$ cat config.mk
export PLATFORM = sky130hd
export DESIGN_NAME = icb_axis_regbank
export DESIGN_NICKNAME = d
export VERILOG_FILES = /design/src/rtl/icb_axis_regbank_pkg.sv /design/src/rtl/icb_rsp_slot.sv /design/src/rtl/icb_axis_regbank.sv
export SDC_FILE = /design/constraint.sdc
export NUM_CORES = 1
export LEC_CHECK = 0
export BUFFER_PORTS_ARGS = -buffer_cell sky130_fd_sc_hd__buf_4
export CORE_AREA = 8 8 356 358
export DETAILED_ROUTE_END_ITERATION = 10
export DIE_AREA = 0 0 364 366
export HOLD_SLACK_MARGIN = 0.15
export PLACE_DENSITY_LB_ADDON = 0.3
export SLEW_MARGIN = 5
export SYNTH_ARGS = -nofsm -noshare
export SYNTH_HDL_FRONTEND = slang
export SYNTH_SLANG_ARGS = --single-unit
$ cat constraint.sdc
create_clock -name clk -period 3.6 [get_ports clk]
set_input_delay 0.36 -clock clk [delete_from_list [all_inputs] [get_ports clk]]
set_output_delay 0.36 -clock clk [all_outputs]
set_load 0.01 [all_outputs]
$ cat src/rtl/icb_axis_regbank_pkg.sv
// icb_axis_regbank_pkg: register offsets, decode kinds and byte-mask helper for icb_axis_regbank
package icb_axis_regbank_pkg;

  localparam logic [11:0] STEP_BASE = 12'h000;
  localparam logic [11:0] POS_BASE  = 12'h100;
  localparam logic [11:0] CTRL      = 12'h200;
  localparam logic [11:0] GO        = 12'h204;
  localparam logic [11:0] EVT       = 12'h208;
  localparam logic [11:0] EVT_EN    = 12'h20C;
  localparam logic [11:0] ID        = 12'h210;

  localparam logic [15:0] DEF_ID_VALUE = 16'hA502;

  typedef enum logic [2:0] {
    REG_NONE,
    REG_STEP,
    REG_POS,
    REG_CTRL,
    REG_GO,
    REG_EVT,
    REG_EVT_EN,
    REG_ID
  } reg_sel_e;

  function automatic logic [31:0] expand_mask(input logic [3:0] m);
    return {{8{m[3]}}, {8{m[2]}}, {8{m[1]}}, {8{m[0]}}};
  endfunction

endpackage

$ cat src/rtl/icb_rsp_slot.sv
// icb_rsp_slot: single-entry ICB response register; one outstanding transaction at a time
module icb_rsp_slot (
  input  logic        clk,
  input  logic        rst_n,
  input  logic        cmd_valid,
  input  logic        rsp_ready,
  input  logic [31:0] rdata_d,
  input  logic        err_d,
  output logic        cmd_ready,
  output logic        accept,
  output logic        rsp_valid,
  output logic [31:0] rsp_rdata,
  output logic        rsp_err
);

  assign cmd_ready = ~rsp_valid | rsp_ready;
  assign accept    = cmd_valid & cmd_ready;

  // A new acceptance overrides the retiring response so back-to-back stays valid
  always_ff @(posedge clk or negedge rst_n)
    if (!rst_n) begin
      rsp_valid <= 1'b0;
      rsp_rdata <= '0;
      rsp_err   <= 1'b0;
    end else if (accept) begin
      rsp_valid <= 1'b1;
      rsp_rdata <= rdata_d;
      rsp_err   <= err_d;
    end else if (rsp_ready) begin
      rsp_valid <= 1'b0;
      rsp_rdata <= '0;
      rsp_err   <= 1'b0;
    end

endmodule

$ cat src/rtl/icb_axis_regbank.sv
// icb_axis_regbank: ICB slave with per-axis step counts, live positions, control, GO pulses and
// W1C event latches feeding a maskable registered interrupt.
module icb_axis_regbank
  import icb_axis_regbank_pkg::*;
#(
  parameter int          NUM_AXIS = 12,
  parameter logic [15:0] ID_VALUE = DEF_ID_VALUE
) (
  input  logic                  clk,
  input  logic                  rst_n,
  input  logic                  i_icb_cmd_valid,
  output logic                  i_icb_cmd_ready,
  input  logic [31:0]           i_icb_cmd_addr,
  input  logic                  i_icb_cmd_read,
  input  logic [31:0]           i_icb_cmd_wdata,
  input  logic [3:0]            i_icb_cmd_wmask,
  output logic                  i_icb_rsp_valid,
  input  logic                  i_icb_rsp_ready,
  output logic [31:0]           i_icb_rsp_rdata,
  output logic                  i_icb_rsp_err,
  output logic [32*NUM_AXIS-1:0] step_cnt,
  input  logic [32*NUM_AXIS-1:0] position,
  output logic [31:0]           ctrl,
  output logic [NUM_AXIS-1:0]   go,
  input  logic [NUM_AXIS-1:0]   evt,
  output logic                  irq
);

  logic                accept;
  logic                wr;
  logic [11:0]         off;
  logic [5:0]          idx;
  logic                in_rng;
  reg_sel_e            sel;
  logic [31:0]         wm;
  logic [31:0]         wbits;
  logic [31:0]         step_rd;
  logic [31:0]         pos_rd;
  logic [31:0]         rd_data;
  logic [31:0]         step_r [NUM_AXIS];
  logic [NUM_AXIS-1:0] evt_r;
  logic [NUM_AXIS-1:0] evt_en_r;
  logic                unused_addr;

  assign unused_addr = ^{i_icb_cmd_addr[31:12], i_icb_cmd_addr[1:0]};

  assign off    = {i_icb_cmd_addr[11:2], 2'b00};
  assign idx    = i_icb_cmd_addr[7:2];
  assign in_rng = {1'b0, idx} < 7'(NUM_AXIS);

  assign sel = (off[11:8] == STEP_BASE[11:8] && in_rng) ? REG_STEP   :
               (off[11:8] == POS_BASE[11:8]  && in_rng) ? REG_POS    :
               (off == CTRL)                            ? REG_CTRL   :
               (off == GO)                              ? REG_GO     :
               (off == EVT)                             ? REG_EVT    :
               (off == EVT_EN)                          ? REG_EVT_EN :
               (off == ID)                              ? REG_ID     : REG_NONE;

  assign wr    = accept & ~i_icb_cmd_read;
  assign wm    = expand_mask(i_icb_cmd_wmask);
  assign wbits = i_icb_cmd_wdata & wm;

  for (genvar g = 0; g < NUM_AXIS; g++) begin : g_axis
    always_ff @(posedge clk or negedge rst_n)
      if (!rst_n)
        step_r[g] <= '0;
      else if (wr && sel == REG_STEP && idx == 6'(g))
        step_r[g] <= (step_r[g] & ~wm) | wbits;
    assign step_cnt[32*g +: 32] = step_r[g];
  end

  always_comb begin
    step_rd = '0;
    pos_rd  = '0;
    for (int j = 0; j < NUM_AXIS; j++)
      if (idx == 6'(j)) begin
        step_rd = step_r[j];
        pos_rd  = position[32*j +: 32];
      end
  end

  assign rd_data = (sel == REG_STEP)   ? step_rd          :
                   (sel == REG_POS)    ? pos_rd           :
                   (sel == REG_CTRL)   ? ctrl             :
                   (sel == REG_EVT)    ? 32'(evt_r)       :
                   (sel == REG_EVT_EN) ? 32'(evt_en_r)    :
                   (sel == REG_ID)     ? {ID_VALUE, 16'(NUM_AXIS)} : '0;

  // A same-cycle event pulse re-sets the bit after any W1C clear
  always_ff @(posedge clk or negedge rst_n)
    if (!rst_n) begin
      ctrl     <= '0;
      evt_en_r <= '0;
      evt_r    <= '0;
      go       <= '0;
      irq      <= 1'b0;
    end else begin
      if (wr && sel == REG_CTRL)
        ctrl <= (ctrl & ~wm) | wbits;
      if (wr && sel == REG_EVT_EN)
        evt_en_r <= (evt_en_r & ~wm[NUM_AXIS-1:0]) | wbits[NUM_AXIS-1:0];
      evt_r <= (evt_r & ~((wr && sel == REG_EVT) ? wbits[NUM_AXIS-1:0] : '0)) | evt;
      go    <= (wr && sel == REG_GO) ? wbits[NUM_AXIS-1:0] : '0;
      irq   <= |(evt_r & evt_en_r);
    end

  icb_rsp_slot u_rsp (
    .clk       (clk),
    .rst_n     (rst_n),
    .cmd_valid (i_icb_cmd_valid),
    .rsp_ready (i_icb_rsp_ready),
    .rdata_d   (i_icb_cmd_read ? rd_data : 32'h0),
    .err_d     (sel == REG_NONE),
    .cmd_ready (i_icb_cmd_ready),
    .accept    (accept),
    .rsp_valid (i_icb_rsp_valid),
    .rsp_rdata (i_icb_rsp_rdata),
    .rsp_err   (i_icb_rsp_err)
  );

endmodule
==> metrics.log <==
INFO  metric netlist_area = 0.0265 mm^2
INFO  metric unrepaired_setup_endpoints_after_global_routing = no
INFO  metric num_vias = 25.4k
INFO  metric via_per_inst = 5.17
INFO  metric flow.area_growth_from_synthesis = 46.1%
INFO  metric report.final.hold_viol_count = 0
INFO  metric post-synth-top-count-cell = sky130_fd_sc_hd__dfrtp_1
INFO  metric drive_above_1_share = 0.543
INFO  metric drtIter0Drc = 2,351
INFO  metric ys_seq_elements = 487
INFO  metric max_h_tree_level = 2
INFO  metric mappedNetlistNets = 2,680
INFO  metric fp.dieW = 364 um
INFO  metric synth.largest_area_cell = sky130_fd_sc_hd__dfrtp_1
INFO  metric stdcell_area = 0.0387 mm^2
INFO  metric max-vdd-ir-drop = between 0.3 and 0.4 mV
INFO  metric power.total = between 10,000 and 15,000 uW
INFO  metric finalCritPeriodShare = 0.814
INFO  metric finalMaxSlewViolations = 0
INFO  metric number_of_antenna_violations_at_the_first_check_in_global_routing = 51
INFO  metric drt_pass1_iterations = 6
INFO  metric skew = 30.5 ps
INFO  metric dp_hpwl = 143,000 um
INFO  metric fp.dieH = 366 um
INFO  metric ys_top_cells_by_count = sky130_fd_sc_hd__dfrtp_1, sky130_fd_sc_hd__mux2_2, sky130_fd_sc_hd__a21oi_1, sky130_fd_sc_hd__nand2_1, sky130_fd_sc_hd__o21ai_0
INFO  metric fmax = around 0.34 GHz
INFO  metric timing.critical_path.required = 4190 ps
INFO  metric outcome = finished, final reports clean
INFO  metric worst-path-max-fanout = 29
INFO  metric source_to_sink_clock_delay_at_the_later_pin_of_the_worst_skew_pair = 650 ps
INFO  metric global_route.overflow_total = 0
INFO  metric grt_start_max_net_pins = just under 90
INFO  metric synthArstFlopShare = 1.00
INFO  metric layout_min_cycle_time = 2930 ps
INFO  metric place_ws = 172 ps
INFO  metric grt_pass1_vias = 26.1k
INFO  metric netlist.area_leader.share = 0.460
INFO  metric finalCoreUtilization = 0.320
INFO  metric critical_path_class = in2reg
INFO  metric top_cells_by_area_in_the_synthesized_netlist = sky130_fd_sc_hd__dfrtp_1, sky130_fd_sc_hd__mux2_2, sky130_fd_sc_hd__mux4_2
INFO  metric placed_cell_area = 0.0362 mm^2
INFO  metric globalplace.congestion = 0.929
INFO  metric timing.slew.headroom = 0.211
INFO  metric routed_wire_length_per_instance = between 30 and 40 um
INFO  metric rows = approximately 130
INFO  metric synth_flop_cell = sky130_fd_sc_hd__dfrtp_1
INFO  metric postCtsResizedCells = 0
INFO  metric core_area = between 0.1 and 0.15 mm^2
INFO  metric slew_at_the_pin_closest_to_its_max_slew_limit = between 1000 and 1500 ps
INFO  metric seq_area_frac_synth = 0.460
INFO  metric worst_setup_path_end_kind = flop
INFO  metric place.port_buffers = between 900 and 1k
INFO  metric antenna_violating_nets_post_route = 0
INFO  metric setup_viol = 0
INFO  metric crit_path_start_kind = primary input
INFO  metric clk_pin_slew_worst_paths = 80 ps
INFO  metric ys_types = 76
INFO  metric top_level_i_o_count = 933
INFO  metric worstHoldPathType = in2reg
INFO  metric cts-buffers-inserted = 56
INFO  metric area_enclosed_by_the_die_boundary = between 0.1 and 0.15 mm^2
INFO  metric synth_edf_count = 0
INFO  metric power-per-cell-area = roughly 330 mW/mm^2
INFO  metric clockBufferDepth = 3
INFO  metric final_nets = approximately 3.7k
INFO  metric grt.total_usage = 0.261
INFO  metric clock-sinks = 487
INFO  metric drv.max_cap_violation_count = 0
INFO  metric synth_warn = 0
INFO  metric syn_avg_cell_area = approximately 12 um^2
INFO  metric grt_pass1_wl = 240,000 um
INFO  metric fin_ws = between 600 and 700 ps
INFO  metric syn_inst = around 2.2k
INFO  metric leakage = approximately 0.019 uW
INFO  metric cp.arrival = around 3500 ps
INFO  metric effective_utilization_at_floorplan = 0.219
INFO  metric drt_wl_total = 182,000 um
INFO  metric setup-tns-final = 0 ps
INFO  metric clockRootBuffer = sky130_fd_sc_hd__clkbuf_16
INFO  metric drc_errors = 0
INFO  metric tritoncts = built
[per-layer routing]
layer	vias to the layer above	part of all wire	track usage
li1	10500	-	-
met1	13300	0.40	0.325
met2	1342	0.49	0.443
met3	256	0.085	0.0636
met4	12	0.035	0.0817
met5	-	0.00038	0
[critical path, cell delays in order]
cell and delay [ps]:
sky130_fd_sc_hd__buf_8 350, sky130_fd_sc_hd__buf_4 240, sky130_fd_sc_hd__nand2b_1 230, sky130_fd_sc_hd__nor2_1 950, sky130_fd_sc_hd__buf_4 350, sky130_fd_sc_hd__a22oi_1 90
sky130_fd_sc_hd__nand3_1 80, sky130_fd_sc_hd__o21ai_0 100, sky130_fd_sc_hd__a31oi_1 130, sky130_fd_sc_hd__dlygate4sd3_1 580
[power breakdown]
group          leakage (uW)  switching [uW]  internal (uW)
combinational        0.0117             940            641
clock              0.000901            2520           3270
sequential          0.00674            7.94           5480
total                0.0194            3470           9390
[logic make-up after synthesis]
kind of cell | synth area share
and+or+nand+nor | 0.0963
buffers and inverters | 0.0323
DFF | 0.460
AOI/OAI and AO/OA | 0.148
muxes | 0.264
[cells in the final DEF, fill, tap and decap left out, types with 10 or more instances in the layout]
| cell | count |
|---|---|
| sky130_fd_sc_hd__a21o_1 | 16 |
| sky130_fd_sc_hd__clkbuf_16 | 56 |
| sky130_fd_sc_hd__clkinv_2 | 11 |
| sky130_fd_sc_hd__o21ai_0 | 105 |
| sky130_fd_sc_hd__nand2_2 | 10 |
| sky130_fd_sc_hd__mux4_2 | 59 |
| sky130_fd_sc_hd__dlygate4sd3_1 | 65 |
| sky130_fd_sc_hd__nand2_1 | 126 |
| sky130_fd_sc_hd__o221ai_1 | 30 |
| sky130_fd_sc_hd__o2bb2ai_1 | 15 |
| sky130_fd_sc_hd__o22ai_1 | 44 |
| sky130_fd_sc_hd__and2_1 | 19 |
| sky130_fd_sc_hd__diode_2 | 15 |
| sky130_fd_sc_hd__nand3_1 | 22 |
| sky130_fd_sc_hd__a31oi_1 | 16 |
| sky130_fd_sc_hd__a211oi_1 | 16 |
| sky130_fd_sc_hd__buf_4 | 1050 |
| sky130_fd_sc_hd__buf_12 | 22 |
| sky130_fd_sc_hd__nor3_1 | 13 |
| sky130_fd_sc_hd__clkbuf_1 | 18 |
| sky130_fd_sc_hd__nor2_8 | 40 |
| sky130_fd_sc_hd__dfrtp_1 | 487 |
| sky130_fd_sc_hd__clkbuf_8 | 11 |
| sky130_fd_sc_hd__a22o_1 | 13 |
| sky130_fd_sc_hd__nor2_1 | 73 |
| sky130_fd_sc_hd__a21oi_1 | 136 |
| sky130_fd_sc_hd__mux2i_1 | 48 |
| sky130_fd_sc_hd__a22oi_1 | 39 |
| sky130_fd_sc_hd__nor2b_1 | 14 |
| sky130_fd_sc_hd__a221o_1 | 13 |
| sky130_fd_sc_hd__a221oi_1 | 37 |
| sky130_fd_sc_hd__nor2_2 | 17 |
| sky130_fd_sc_hd__mux2_2 | 458 |
| sky130_fd_sc_hd__a222oi_1 | 11 |
| sky130_fd_sc_hd__o211ai_1 | 18 |
[stage by stage]
step           instances  hold WS [ps]
2_1_floorplan       2211          64.4
3_3_place_gp        4736           430
3_5_place_dp        4736           438
4_1_cts             4906           155
5_1_grt             4913           200
6_report            4921           181
[cell type report]
type | count | area, um^2
Multi-Input combinational cell | 1541 | 13600
Timing Repair Buffer | 1140 | 9020
Clock inverter | 20 | 199
Inverter | 8 | 31.3
Antenna cell | 15 | 37.5
Clock buffer | 85 | 1620
Tap cell | 1625 | 2030
Fill cell | 12500 | 82200
Sequential cell | 487 | 12200
[final timing paths]
check                           cells after the start                start                    endpoint  slack (ps)
worst min register to register                      2  u_rsp.rsp_rdata[27]         u_rsp.rsp_rdata[27]         490
max in group asynchronous                           3                rst_n  asynchronous set/reset pin        2200
worst max-delay path                               10    i_icb_cmd_addr[2]         u_rsp.rsp_rdata[28]         670
worst min-delay path                                4        position[368]         u_rsp.rsp_rdata[16]         180
worst max register to register                      8      u_rsp.rsp_valid                    evt_r[3]         910
min in group asynchronous                           2                rst_n  asynchronous set/reset pin         340
[timing repair]
item,in CTS,in global routing
buffers inserted,0,0
hold endpoints to repair,424,0
hold buffers,65,0
No activity file was read; power rests on OpenSTA's default activity.
